**config.mk**
```make
export PLATFORM = sky130hd
export DESIGN_NAME = core
export DESIGN_NICKNAME = d
export VERILOG_FILES = /design/src/rtl/core_pkg.sv /design/src/rtl/core_regfile.sv /design/src/rtl/core.sv
export SDC_FILE = /design/constraint.sdc
export NUM_CORES = 2
export LEC_CHECK = 0
export ABC_AREA = 1
export BUFFER_PORTS_ARGS = -buffer_cell sky130_fd_sc_hd__buf_2
export CORE_MARGIN = 2
export CORE_UTILIZATION = 32
export CTS_CLUSTER_SIZE = 20
export DETAILED_ROUTE_END_ITERATION = 8
export SYNTH_ARGS = -nofsm -noshare
export SYNTH_HDL_FRONTEND = slang
export SYNTH_HIERARCHICAL = 1
export SYNTH_SLANG_ARGS = --single-unit
```
**constraint.sdc**
```tcl
create_clock -name clk -period 4.75 [get_ports clk]
set_input_delay 0.2375 -clock clk [delete_from_list [all_inputs] [get_ports clk]]
set_output_delay 0.2375 -clock clk [all_outputs]
set_load 0.02 [all_outputs]
```
**src/rtl/core_pkg.sv**
```systemverilog
// Shared decode definitions for the single-cycle RV32I core: opcodes, ALU ops,
// immediate formats, writeback select and the immediate generator.
package core_pkg;

    localparam logic [6:0] OP     = 7'b0110011;
    localparam logic [6:0] OP_IMM = 7'b0010011;
    localparam logic [6:0] LOAD   = 7'b0000011;
    localparam logic [6:0] STORE  = 7'b0100011;
    localparam logic [6:0] BRANCH = 7'b1100011;
    localparam logic [6:0] JAL    = 7'b1101111;
    localparam logic [6:0] JALR   = 7'b1100111;
    localparam logic [6:0] LUI    = 7'b0110111;
    localparam logic [6:0] AUIPC  = 7'b0010111;

    typedef enum logic [3:0] {
        ALU_ADD,
        ALU_SUB,
        ALU_SLL,
        ALU_SLT,
        ALU_SLTU,
        ALU_XOR,
        ALU_SRL,
        ALU_SRA,
        ALU_OR,
        ALU_AND,
        ALU_PASSB
    } alu_op_e;

    typedef enum logic [2:0] {
        IMM_I,
        IMM_S,
        IMM_B,
        IMM_U,
        IMM_J
    } imm_fmt_e;

    typedef enum logic [1:0] {
        WB_ALU,
        WB_MEM,
        WB_PC4
    } wb_sel_e;

    function automatic logic [31:0] imm_gen(input logic [31:0] ins, input imm_fmt_e fmt);
        logic [31:0] imm;
        case (fmt)
            IMM_I:   imm = {{20{ins[31]}}, ins[31:20]};
            IMM_S:   imm = {{20{ins[31]}}, ins[31:25], ins[11:7]};
            IMM_B:   imm = {{19{ins[31]}}, ins[31], ins[7], ins[30:25], ins[11:8], 1'b0};
            IMM_U:   imm = {ins[31:12], 12'b0};
            IMM_J:   imm = {{11{ins[31]}}, ins[31], ins[19:12], ins[20], ins[30:21], 1'b0};
            default: imm = 32'h0;
        endcase
        return imm;
    endfunction

endpackage

```
**src/rtl/core_regfile.sv**
```systemverilog
// 32x32 register file, two asynchronous read ports and one synchronous write port.
// REGFILE_RESET_EN adds a synchronous clear of all registers on rst.
module core_regfile
    import core_pkg::*;
(
    input  logic        clk,
`ifdef REGFILE_RESET_EN
    input  logic        rst,
`endif
    input  logic [4:0]  raddr1_i,
    input  logic [4:0]  raddr2_i,
    output logic [31:0] rdata1_o,
    output logic [31:0] rdata2_o,
    input  logic        we_i,
    input  logic [4:0]  waddr_i,
    input  logic [31:0] wdata_i
);

    logic [31:0] regs_q [32];

`ifdef REGFILE_RESET_EN
    always_ff @(posedge clk) begin
        if (rst) begin
            for (int i = 0; i < 32; i++) begin
                regs_q[i] <= 32'h0;
            end
        end else if (we_i && (waddr_i != 5'd0)) begin
            regs_q[waddr_i] <= wdata_i;
        end
    end
`else
    always_ff @(posedge clk) begin
        if (we_i && (waddr_i != 5'd0)) begin
            regs_q[waddr_i] <= wdata_i;
        end
    end
`endif

    // Entry 0 is never written; x0 is forced to zero on the read side.
    assign rdata1_o = (raddr1_i == 5'd0) ? 32'h0 : regs_q[raddr1_i];
    assign rdata2_o = (raddr2_i == 5'd0) ? 32'h0 : regs_q[raddr2_i];

endmodule

```
**src/rtl/core.sv**
```systemverilog
// Single-cycle RV32I core: combinational decode/ALU/branch, pc and rd commit on clk.
// Optional macro REGFILE_RESET_EN clears the register file on rst.
module core
    import core_pkg::*;
#(
    parameter logic [31:0] RESET_PC = 32'h0000_0000
) (
    input  logic        clk,
    input  logic        rst,
    input  logic [31:0] instr,
    input  logic [31:0] dataR,
    output logic [31:0] pc,
    output logic [31:0] alu_result,
    output logic [31:0] DataWM,
    output logic        MemWrite,
    output logic        MemRead
);

    logic [31:0] pc_q, pc_d;
    logic [6:0]  opcode;
    logic [2:0]  funct3;
    logic [4:0]  rs1, rs2, rd;

    alu_op_e     alu_op;
    imm_fmt_e    imm_fmt;
    wb_sel_e     wb_sel;
    logic        a_is_pc, b_is_imm, rf_we, mem_rd, mem_wr;
    logic        is_branch, is_jal, is_jalr, br_taken;

    logic [31:0] rs1_val, rs2_val, imm, op_a, op_b, alu_y, wb_data, pc_plus4;
    logic signed [31:0] op_a_s, op_b_s;

    assign opcode = instr[6:0];
    assign funct3 = instr[14:12];
    assign rs1    = instr[19:15];
    assign rs2    = instr[24:20];
    assign rd     = instr[11:7];

    always_comb begin
        alu_op    = ALU_ADD;
        imm_fmt   = IMM_I;
        wb_sel    = WB_ALU;
        a_is_pc   = 1'b0;
        b_is_imm  = 1'b0;
        rf_we     = 1'b0;
        mem_rd    = 1'b0;
        mem_wr    = 1'b0;
        is_branch = 1'b0;
        is_jal    = 1'b0;
        is_jalr   = 1'b0;
        case (opcode)
            OP: begin
                rf_we = 1'b1;
                case (funct3)
                    3'b000:  alu_op = instr[30] ? ALU_SUB : ALU_ADD;
                    3'b001:  alu_op = ALU_SLL;
                    3'b010:  alu_op = ALU_SLT;
                    3'b011:  alu_op = ALU_SLTU;
                    3'b100:  alu_op = ALU_XOR;
                    3'b101:  alu_op = instr[30] ? ALU_SRA : ALU_SRL;
                    3'b110:  alu_op = ALU_OR;
                    default: alu_op = ALU_AND;
                endcase
            end
            OP_IMM: begin
                rf_we    = 1'b1;
                b_is_imm = 1'b1;
                case (funct3)
                    3'b000:  alu_op = ALU_ADD;
                    3'b001:  alu_op = ALU_SLL;
                    3'b010:  alu_op = ALU_SLT;
                    3'b011:  alu_op = ALU_SLTU;
                    3'b100:  alu_op = ALU_XOR;
                    3'b101:  alu_op = instr[30] ? ALU_SRA : ALU_SRL;
                    3'b110:  alu_op = ALU_OR;
                    default: alu_op = ALU_AND;
                endcase
            end
            LOAD: begin
                if (funct3 == 3'b010) begin
                    b_is_imm = 1'b1;
                    mem_rd   = 1'b1;
                    rf_we    = 1'b1;
                    wb_sel   = WB_MEM;
                end
            end
            STORE: begin
                if (funct3 == 3'b010) begin
                    imm_fmt  = IMM_S;
                    b_is_imm = 1'b1;
                    mem_wr   = 1'b1;
                end
            end
            BRANCH: begin
                imm_fmt   = IMM_B;
                alu_op    = ALU_SUB;
                is_branch = 1'b1;
            end
            JAL: begin
                imm_fmt  = IMM_J;
                a_is_pc  = 1'b1;
                b_is_imm = 1'b1;
                rf_we    = 1'b1;
                wb_sel   = WB_PC4;
                is_jal   = 1'b1;
            end
            JALR: begin
                b_is_imm = 1'b1;
                rf_we    = 1'b1;
                wb_sel   = WB_PC4;
                is_jalr  = 1'b1;
            end
            LUI: begin
                imm_fmt  = IMM_U;
                b_is_imm = 1'b1;
                rf_we    = 1'b1;
                alu_op   = ALU_PASSB;
            end
            AUIPC: begin
                imm_fmt  = IMM_U;
                a_is_pc  = 1'b1;
                b_is_imm = 1'b1;
                rf_we    = 1'b1;
            end
            default: ;
        endcase
    end

    assign imm    = imm_gen(instr, imm_fmt);
    assign op_a   = a_is_pc ? pc_q : rs1_val;
    assign op_b   = b_is_imm ? imm : rs2_val;
    assign op_a_s = op_a;
    assign op_b_s = op_b;

    always_comb begin
        case (alu_op)
            ALU_ADD:   alu_y = op_a + op_b;
            ALU_SUB:   alu_y = op_a - op_b;
            ALU_SLL:   alu_y = op_a << op_b[4:0];
            ALU_SLT:   alu_y = {31'b0, (op_a_s < op_b_s)};
            ALU_SLTU:  alu_y = {31'b0, (op_a < op_b)};
            ALU_XOR:   alu_y = op_a ^ op_b;
            ALU_SRL:   alu_y = op_a >> op_b[4:0];
            ALU_SRA:   alu_y = op_a_s >>> op_b[4:0];
            ALU_OR:    alu_y = op_a | op_b;
            ALU_AND:   alu_y = op_a & op_b;
            ALU_PASSB: alu_y = op_b;
            default:   alu_y = 32'h0;
        endcase
    end

    // Branch compare works on the register operands, independent of the ALU.
    always_comb begin
        case (funct3)
            3'b000:  br_taken = (rs1_val == rs2_val);
            3'b001:  br_taken = (rs1_val != rs2_val);
            3'b100:  br_taken = ($signed(rs1_val) <  $signed(rs2_val));
            3'b101:  br_taken = ($signed(rs1_val) >= $signed(rs2_val));
            3'b110:  br_taken = (rs1_val <  rs2_val);
            3'b111:  br_taken = (rs1_val >= rs2_val);
            default: br_taken = 1'b0;
        endcase
    end

    assign pc_plus4 = pc_q + 32'd4;

    always_comb begin
        pc_d = pc_plus4;
        if (is_jal) begin
            pc_d = alu_y;
        end else if (is_jalr) begin
            pc_d = alu_y & ~32'd1;
        end else if (is_branch && br_taken) begin
            pc_d = pc_q + imm;
        end
    end

    always_comb begin
        case (wb_sel)
            WB_MEM:  wb_data = dataR;
            WB_PC4:  wb_data = pc_plus4;
            default: wb_data = alu_y;
        endcase
    end

    always_ff @(posedge clk) begin
        if (rst) begin
            pc_q <= RESET_PC;
        end else begin
            pc_q <= pc_d;
        end
    end

    core_regfile u_regfile (
        .clk      (clk),
`ifdef REGFILE_RESET_EN
        .rst      (rst),
`endif
        .raddr1_i (rs1),
        .raddr2_i (rs2),
        .rdata1_o (rs1_val),
        .rdata2_o (rs2_val),
        .we_i     (rf_we & ~rst),
        .waddr_i  (rd),
        .wdata_i  (wb_data)
    );

    assign pc         = pc_q;
    assign alu_result = alu_y;
    assign DataWM     = rs2_val;
    assign MemWrite   = mem_wr & ~rst;
    assign MemRead    = mem_rd & ~rst;

endmodule

```
==> metrics <==
Placed Instances=13128; Synth area leader=edfxtp_1; RSZ-0062 raised after global routing=yes; total grt overflow=0; share of layout cells above drive strength 1=roughly a quarter; HPWL after detailed placement=270000 µm; Worst Reg2Reg Path Length in Cells=32; Max Cap Viol=0; Vias=76525; startpoint types=flop; Final Hold Vio Count=0; global placement routability congestion=1.07; internal power=22300 µW; GR Layer Usage met3=6.78%; Synth Register Bits=1056; clk slew on worst S/H paths=0.06 ns; PortBufs=between 150 and 200; sequential area share after synthesis=46.0%; CTS buffer count=117; Worst Slack Setup Final=-0.265 ns; synthesized-area fraction occupied by adder cells=3.28%; status=finished, violations left; number of DRC markers in iteration 0=about 12000; Core ar.=between 200000 and 250000 µm²; Synth Area in Compound Gates=9.74%; crit-path max FO=3; DRC Markers=0; worst path arrival time=4.78 ns; Syn Area/Cell=7.45 µm²; TritonCTS clock tree=yes; # fillers=20930; YS warnings=6; Most used DFF post-synth=edfxtp_1; mux cell area share after synthesis=0%; Die Width=466 µm; Synth top area share=45.1%; worst skew pair latency=0.82 ns; Ports=164; Crit path top cell by count=buf_6; Final ANT Viol Nets=0; CTS root buffer=clkbuf_16; global route hottest layer=met2; Post-Route WL=approximately 380000 µm; relative slew slack=around a third; Worst-Margin Slew=1.00 ns; slowest CP cell=edfxtp_1; Worst EP required=4.51 ns; number of synthesized flops with an enable pin=1024; met1 Resource Use GR=45.6%; async set-reset flop share out of synthesis=0%; largest family of logic cells by synthesized area=simple AND/OR/NAND/NOR gates; Switching Share=35.9%; post-route insts no fill=13471; post-synth cell types=61; Levels on crit path=32; H-Tree Level Count=3; critical path endpoint category=output port; Area after DPL=roughly 84000 µm²; Layout Area Growth over Synthesis=36.2%; hold path depth=4; nets=between 10000 and 15000; Via density=5.68; grt met2 use=50.1%; Synth Area in Simple Gates=between 30% and 40%; WP buf/inv=7; Initial Util=32.2%; Die Area=217000 µm²; most frequent cell after synthesis=nand2_1; delay-heaviest family, CP=simple AND/OR/NAND/NOR gates; chip height=466 µm; fmax=0.199 GHz; Min-Delay Path Class=input pin to flop; Synth area leaders=edfxtp_1, nand2_1, nand3_1; cell row count=169; CTS sink cnt=1056; Logic pwr share=38.5%; design area=between 90000 and 100000 µm²; xor/xnor share of the synthesized area=0.552%; pre-CTS setup slack=-1.35 ns; Commonest cells post-synth=nand2_1, nand3_1, nor2_1, edfxtp_1, o21ai_0; failing checks=negative setup slack; Mapped Cells=9157; # setup viols final=15; vias in the first global route=between 70000 and 80000; pin count of the biggest net entering global routing=79; Max IR drop VDD=between 0.7 and 0.8 mV; max-slew violation count=0; Layout Skew=0.0828 ns; first-pass GRT wire length=522000 µm; Routed wire per std cell=~28 µm; power density over the cells=375 nW/µm²; Total GRT Usage=33.4%; fin crit share=106%; initial antenna violation count=9; critical path class=flop to output port; Reg2Reg Setup Slack=0.11 ns; post-route minimum period=5.02 ns; Cell Area, Synth=68200 µm²; P_leak=0.0401 µW; Switching Power=12500 µW; share of power burned in registers=33.2%; clock network power share=28.2%; Crit path largest cell delay=0.35 ns; DRT Pass-1 Iters=9; maximum buffer depth of the clock tree=3
[path summary, 6_finish.rpt]
kind | to | startpoint
max | alu_result[21] | u_regfile/regs_q[25][2]$_DFFE_PP_
min | u_regfile/regs_q[14][3]$_DFFE_PP_ | dataR[3]
max reg2reg | u_regfile/regs_q[7][23]$_DFFE_PP_ | u_regfile/regs_q[25][2]$_DFFE_PP_
min reg2reg | pc[0]$_SDFFE_PP0P_ | pc[0]$_SDFFE_PP0P_
[stage by stage]
| step | hold slack (ns) | utilization, % | total power [µW] | TNS (ns) |
|---|---|---|---|---|
| 3_3_place_gp | 0.649 | 39.5 | 23000 | -873.87 |
| 5_1_grt | 0.0558 | 43.8 | 35900 | -4.36 |
| 3_5_place_dp | 0.652 | 39.5 | 23000 | -891.87 |
| 4_1_cts | 0.0108 | 42.9 | 33900 | -0.959 |
| 6_report | 0.0648 | 43.8 | 34900 | -1.05 |
| 2_1_floorplan | 0.382 | - | 16400 | 0 |
[logic make-up (layout without fill, tap and decap cells)]
family,after synthesis,count (layout)
buffers and inverters,1113,2568
DFF,1056,1056
xor gates and xnor gates,43,43
other,1,38
adders and majority gates,177,177
AOI/OAI and AO/OA,1233,1234
and+or+nand+nor,5534,5534
[sequential cells by signal (all words and copies together), names as in the netlist]
name / flops
pc: 32
u_regfile/regs_q: 1024
[metal layers]
layer  wire length, µm  vias up
li1                  -    33431
met1            151000    36772
met2            159000     5319
met3             43300     1001
met4             23500        2
met5                19        -
[power groups by stage]
| stage | logic (µW) | clock network, µW | registers [µW] |
|---|---|---|---|
| 2_1_floorplan | 4560 | 0 | 11800 |
| 3_3_place_gp | 11200 | 0 | 11800 |
| 3_5_place_dp | 11200 | 0 | 11800 |
| 4_1_cts | 12400 | 9910 | 11600 |
| 5_1_grt | 14000 | 10300 | 11600 |
| 6_report | 13400 | 9840 | 11600 |
[placed cells by master (no fill, tap or decap), types with 68 or more instances in the layout]
master and count:
nand2_1 2884, buf_4 1383, nand3_1 1267, edfxtp_1 1024
nor2_1 869, inv_1 453, o21ai_0 433, a21oi_1 314
o21ai_1 155, buf_12 153, ha_1 134, buf_2 129
clkbuf_16 120, nand2_2 103, buf_6 98, nor2_4 96
nor2_2 83, inv_2 80, nand3_2 70, a21oi_2 68
[area by class of cell]
class,instances,area (µm²),share of cell area [%]
clock buffer,134,3010,3.24
clock inverter,81,1050,1.13
antenna,6,15.0,0.0162
inverter,556,2180,2.35
tap,2821,3530,3.80
sequential,1056,31400,33.8
multi-input combinational,7020,35800,38.6
timing repair buffer,1797,15900,17.1
[worst register-to-register path: cells and delay by family, from the launching register on]
| kind | cells | cell delay, ns |
|---|---|---|
| buffers and inverters | 9 | 1.36 |
| and+or+nand+nor | 15 | 1.27 |
| AOI/OAI and AO/OA | 7 | 1.16 |
| DFF | 1 | 0.35 |
| adders and majority gates | 1 | 0.25 |
[timing repair]
action | in CTS | in global routing
hold buffers | 1 | 0
gates cloned | 4 | 3
pin swaps | 197 | 192
hold endpoints to repair | 2 | 0
gates resized for setup | 714 | 404
endpoints found under the setup margin | 717 | 153
buffers inserted | 71 | 66
Note: power is estimated with default switching activity, not from simulation.
